### config.mk
export PLATFORM = sky130hd
export DESIGN_NAME = rat_step_calc
export DESIGN_NICKNAME = d
export VERILOG_FILES = /design/src/rtl/rat_pkg.sv /design/src/rtl/rat_step_calc.sv
export SDC_FILE = /design/constraint.sdc
export NUM_CORES = 1
export LEC_CHECK = 0
export CORE_UTILIZATION = 40
export DETAILED_ROUTE_END_ITERATION = 7
export DONT_BUFFER_PORTS = 1
export PLACE_DENSITY = 0.54
export SYNTH_ARGS = -nofsm -noshare
export SYNTH_HDL_FRONTEND = slang
export SYNTH_SLANG_ARGS = --single-unit
export TNS_END_PERCENT = 100
### constraint.sdc
create_clock -name vclk -period 5.1
set_input_delay 1.275 -clock vclk [all_inputs]
set_output_delay 1.275 -clock vclk [all_outputs]
set_load 0.005 [all_outputs]
### src/rtl/rat_pkg.sv
`default_nettype none
// ============================================================================
// Module      : rat_pkg
// Description : Shared definitions for the rat path checker. Holds the move
//               encodings, FSM state type, error codes and the maze geometry
//               and goal-cell constants.
// Revision    : 1.0 - initial release
// ============================================================================
package rat_pkg;

    // Maze geometry; coordinates are 4 bits wide, so the maze is 16x16
    localparam int         c_maze_dim = 16;
    localparam logic [3:0] c_goal_row = 4'd15;
    localparam logic [3:0] c_goal_col = 4'd15;

    // Move direction encodings
    typedef enum logic [1:0] {
        MOVE_UP    = 2'b00,   // row - 1
        MOVE_RIGHT = 2'b01,   // col + 1
        MOVE_LEFT  = 2'b10,   // col - 1
        MOVE_DOWN  = 2'b11    // row + 1
    } move_t;

    // Checker FSM states
    typedef enum logic [2:0] {
        ST_IDLE      = 3'd0,
        ST_WAIT_MOVE = 3'd1,
        ST_READ      = 3'd2,
        ST_CHECK     = 3'd3,
        ST_PASS      = 3'd4,
        ST_FAIL      = 3'd5
    } state_t;

    // err_code values
    localparam logic [1:0] c_err_none = 2'b00;
    localparam logic [1:0] c_err_oob  = 2'b01;
    localparam logic [1:0] c_err_wall = 2'b10;
    localparam logic [1:0] c_err_end  = 2'b11;

endpackage
`default_nettype wire

### src/rtl/rat_step_calc.sv
`default_nettype none
// ============================================================================
// Module      : rat_step_calc
// Description : Combinational next-position and bounds calculation for one
//               rat move.
// Ports       : row, col    - current position
//               move        - direction (move_t encoding)
//               next_row/col- target position (equals current when oob)
//               oob         - target would leave the maze
// Revision    : 1.0 - initial release
// ============================================================================
module rat_step_calc
    import rat_pkg::*;
#(
    parameter int MAZE_DIM = c_maze_dim
) (
    input  logic [3:0] row,
    input  logic [3:0] col,
    input  logic [1:0] move,
    output logic [3:0] next_row,
    output logic [3:0] next_col,
    output logic       oob
);

    localparam logic [3:0] c_max_idx = 4'(MAZE_DIM - 1);

    always_comb begin
        next_row = row;
        next_col = col;
        oob      = 1'b0;
        case (move_t'(move))
            MOVE_UP: begin
                if (row == 4'd0) oob = 1'b1;
                else             next_row = row - 4'd1;
            end
            MOVE_RIGHT: begin
                if (col == c_max_idx) oob = 1'b1;
                else                  next_col = col + 4'd1;
            end
            MOVE_LEFT: begin
                if (col == 4'd0) oob = 1'b1;
                else             next_col = col - 4'd1;
            end
            MOVE_DOWN: begin
                if (row == c_max_idx) oob = 1'b1;
                else                  next_row = row + 4'd1;
            end
        endcase
    end

endmodule
`default_nettype wire

---- Word-level counts from Yosys, hierarchy flattened ----
Cells that the tools add are included.
word-level totals
  output and inout bits ................... 9
  logic and storage cells ................. 23
  bits in registers ....................... 0
  input bits .............................. 10
operators by class
  mux-type cells .......................... 11
  $add $sub $neg .......................... 4
  reductions and logical operators ........ 3
  eq/ne operators ......................... 5
operators by type and width
  cell                                                                 count
  4-bit 2-to-1 mux                                                     4
  4-bit one-hot mux with 2 select lines                                2
  4-bit by 1-bit adder with 4-bit output (second input constant)       2
  4-bit == test (second input constant)                                2
  4-bit zero test                                                      2
  4-bit by 1-bit subtractor with 4-bit output (second input constant)  2
  2-bit == test (second input constant)                                2
  1-bit 2-to-1 mux                                                     4
  1-bit one-hot mux with 4 select lines                                1
  2-bit by 1-bit == test with 1-bit output (second input constant)     1
  2-bit zero test                                                      1

---- Logic depth before layout (Yosys ltp) ----
  depth after elaboration ................. 3
  gate-level depth with buffers ........... 7
  gate-level depth less buffers ........... 6

---- Worst setup path after synthesis ----
OpenSTA, ideal clock, no wires.
  kind .................................... in2out
  from .................................... in col[0]
  to ...................................... out next_col[3]
  path buffers ............................ 0
  stages .................................. 5
  data arrival time ....................... 2.297 ns
  data required time ...................... 3.825 ns
  path slack .............................. 1.528 ns
  cell sequence ........................... inv_1 > ha_1 > nand2b_1 > or4_1 > a21oi_1
between the ends
  word-level cells in the longest chain between the ends .. 3
  elaborated cells between the ends (all ways) .. 7
  those cells by class .................... 2 x add/sub; 1 x eq/ne; 3 x mux; 1 x reduce/logical
RTL lines
  item                                                                 line                                      source
  from (decl)                                                          rat_step_calc.sv:18                       input logic [3:0] col,
  4-bit by 1-bit subtractor with 4-bit output (tied with other cells)  rat_step_calc.sv:42                       else next_col = col - 4'd1;
  4-bit 2-to-1 mux (on tied branches)                                  rat_step_calc.sv:41, rat_step_calc.sv:37
  4-bit one-hot mux with 2 select lines *                              rat_step_calc.sv:31                       case (move_t'(move))
  to (decl)                                                            rat_step_calc.sv:21                       output logic [3:0] next_col,
Mark *: on every way between the ends. The rest lies on a longest branch, timed or not.

---- Worst setup path in the final report ----
  from .................................... in move[0]
  to ...................................... out next_col[3]
between the ends
  word-level cells in the longest chain between the ends .. 2
  elaborated cells between the ends (all ways) .. 3
  those cells by class .................... 2 x eq/ne; 1 x mux
RTL lines
  item                                                                              line                 source
  from (decl)                                                                       rat_step_calc.sv:19  input logic [1:0] move,
  2-bit == test / 2-bit by 1-bit == test with 1-bit output (equally long branches)  rat_step_calc.sv:31
  4-bit one-hot mux with 2 select lines *                                           rat_step_calc.sv:31
Marks and branches as above.

==> summary.txt <==
Outcome
  • Status: finished clean

Floorplan
  • Initial cell density of the core: 0.460
  • # IOs: 19
  • Die footprint: about 1500 µm²
  • Rows: 12
  • Core Box Area: roughly 1200 µm²
  • Die X: around 39 µm
  • Die Span Y: roughly 39 µm

Power
  • Sw Pwr: around 21 µW
  • Pleak: ~0.00022 µW
  • Net Sw Frac: 0.550
  • Power Density: roughly 73 nW/µm²
  • Clock power share: 0
  • P_int: between 15 and 20 µW
  • Reg power frac: 0
  • VDD IR max: between 30 and 40 µV
  • Comb pwr share: 1.000

Timing
  • Fmax: between 200 and 300 MHz
  • Final Max Slew Viols: 0
  • Final setup margin: about 1300 ps
  • Slew HR: 0.714
  • Worst-Margin Slew: roughly 430 ps
  • # setup viols final: 0
  • RSZ-0062 raised after global routing: no
  • Final hold slack: roughly 2700 ps
  • Crit share post-route: 0.755
  • Min Tclk post-route: approximately 3800 ps
  • Setup TNS: 0 ps
  • Fin. Hold Viols: 0

Logic synthesis
  • Mapped Nets: 97
  • Unique cell type count in the Yosys netlist: 31
  • Largest cells by area after synthesis: ha_1, nand3_1, o21ai_0, inv_1, buf_6
  • Syn Std Cell Area: 539 µm²
  • YS warnings: 0
  • Syn_area_per_cell: roughly 6.8 µm²
  • Yosys top cell area share: 0.186
  • Post-synthesis sequential area ratio: 0
  • Leading area contributor after synthesis: ha_1
  • Cells after Synth: ~80

GRT
  • Grt total ovfl: 0
  • Initial antenna violation count: 0
  • First-pass GRT wire length: 1.93 mm
  • Largest net degree at the start of global routing: 16
  • Vias in the first global route: approximately 430
  • Total GRT Usage: 0.169

Detailed routing
  • Detail Route Antenna Nets: 0
  • Via count: roughly 550
  • Vias/cell: a little over 6
  • Avg WL per Cell: ~14 µm
  • Routed WL: 1.21 mm
  • # DRC: 0
  • First-pass DRT Iterations: 4
  • Iter 0 DRT Violations: 23

Place
  • Post-placement setup slack: between 1000 and 1500 ps
  • # port buffers: 0
  • GPL Wtd Cong: between 0.8 and 0.9
  • Placed inst area: 524 µm²
  • Post-DP HPWL: slightly above 900 µm

CTS
  • Post-CTS sizing: 0
  • Hold buffers post-CTS: 0
  • Post-CTS setup buffers: 0

Final layout
  • Clock buffers: 0
  • ANT cells: 0
  • Layout cells sized above 1: 0.0533
  • # fillers: roughly 120
  • Number of sequential cells: 0
  • Register area: 0 µm²
  • Fin area: approximately 520 µm²
  • Utilization after layout: 0.448
  • Fin nets: 95
  • Area Growth Syn to Fin: -2.78%

Critical path
  • CP Max Fanout: 15
  • WS Path Type: input pin to output pin
  • Required time of the critical path: around 3800 ps
  • Critical path endpoint category: output pin
  • Critical Path Source Type: input pin
  • Worst EP arrival: 2570 ps

Hold path
  • HP Class: input pin to output pin
  • Hold depth: 1

Job
  • Total of max-cap violations: 0
[worst max-delay path, cell delays in order]
cell and delay (ps):
inv_1 30, ha_1 550, nand2_1 120, or4_1 420
a21oi_1 180
[worst paths after layout]
check	end	start	slack, ps
setup / recovery	next_col[3]	move[0]	1250
hold / removal	next_col[0]	col[0]	2650
[power groups by stage]
stage / logic, µW / clock network, µW / registers (µW)
floorplan: 36.6 / 0 / 0
global placement: 38.1 / 0 / 0
finish: 38.4 / 0 / 0
global route: 43.4 / 0 / 0
CTS: 38.2 / 0 / 0
detailed placement: 38.1 / 0 / 0
[Yosys cell counts, types with 2 or more instances]
cell	count
o21ai_0	7
ha_1	8
nand2_1	3
or4_1	2
buf_6	2
nand3b_1	2
nand4_1	2
a31oi_1	2
o211ai_1	2
nand2b_1	3
nand3_1	7
a21oi_1	4
buf_2	2
o31a_2	2
inv_1	9
a22o_1	2
nor2_1	4
nor3b_1	2
a21o_1	2
[cells by family (layout without fill, tap and decap cells)]
group                    after synthesis  count (layout)  share of synthesized area
AO/OA/AOI/OAI                         27              27                      0.332
adder cells (fa/ha/maj)                8               8                      0.186
buffers and inverters                 13               9                      0.123
multiplexers                           2               2                     0.0418
AND/OR/NAND/NOR                       29              29                      0.318
[placed cells by master (no fill, tap or decap), types with 2 or more instances in the layout]
| cell type | Yosys | routed |
|---|---|---|
| inv_1 | 9 | 9 |
| ha_1 | 8 | 8 |
| o21ai_0 | 7 | 7 |
| nand3_1 | 7 | 7 |
| nor2_1 | 4 | 4 |
| a21oi_1 | 4 | 4 |
| nand2b_1 | 3 | 3 |
| nand2_1 | 3 | 3 |
| nand3b_1 | 2 | 2 |
| nand4_1 | 2 | 2 |
| o211ai_1 | 2 | 2 |
| a22o_1 | 2 | 2 |
| o31a_2 | 2 | 2 |
| nor3b_1 | 2 | 2 |
| a31oi_1 | 2 | 2 |
| or4_1 | 2 | 2 |
| a21o_1 | 2 | 2 |
[metal layers]
layer,part of all wire,track usage,up-vias
met2,0.41,0.200,14
li1,-,-,290
met3,0.050,0.0173,0
met5,0,0,-
met1,0.54,0.311,241
met4,0,0,0
[final cells by class]
| type | instances | area (µm²) | share of cell area |
|---|---|---|---|
| inverters | 9 | 33.8 | 0.0644 |
| multi-input cells | 66 | 473 | 0.902 |
| well taps | 14 | 17.5 | 0.0334 |
[metrics by stage]
stage	total power, µW	std cells
final	38.4	89
after global routing	43.4	89
after CTS	38.2	89
after detailed placement	38.1	89
after global placement	38.1	89
after floorplan	36.6	79
Note: power is estimated with default switching activity, not from simulation.
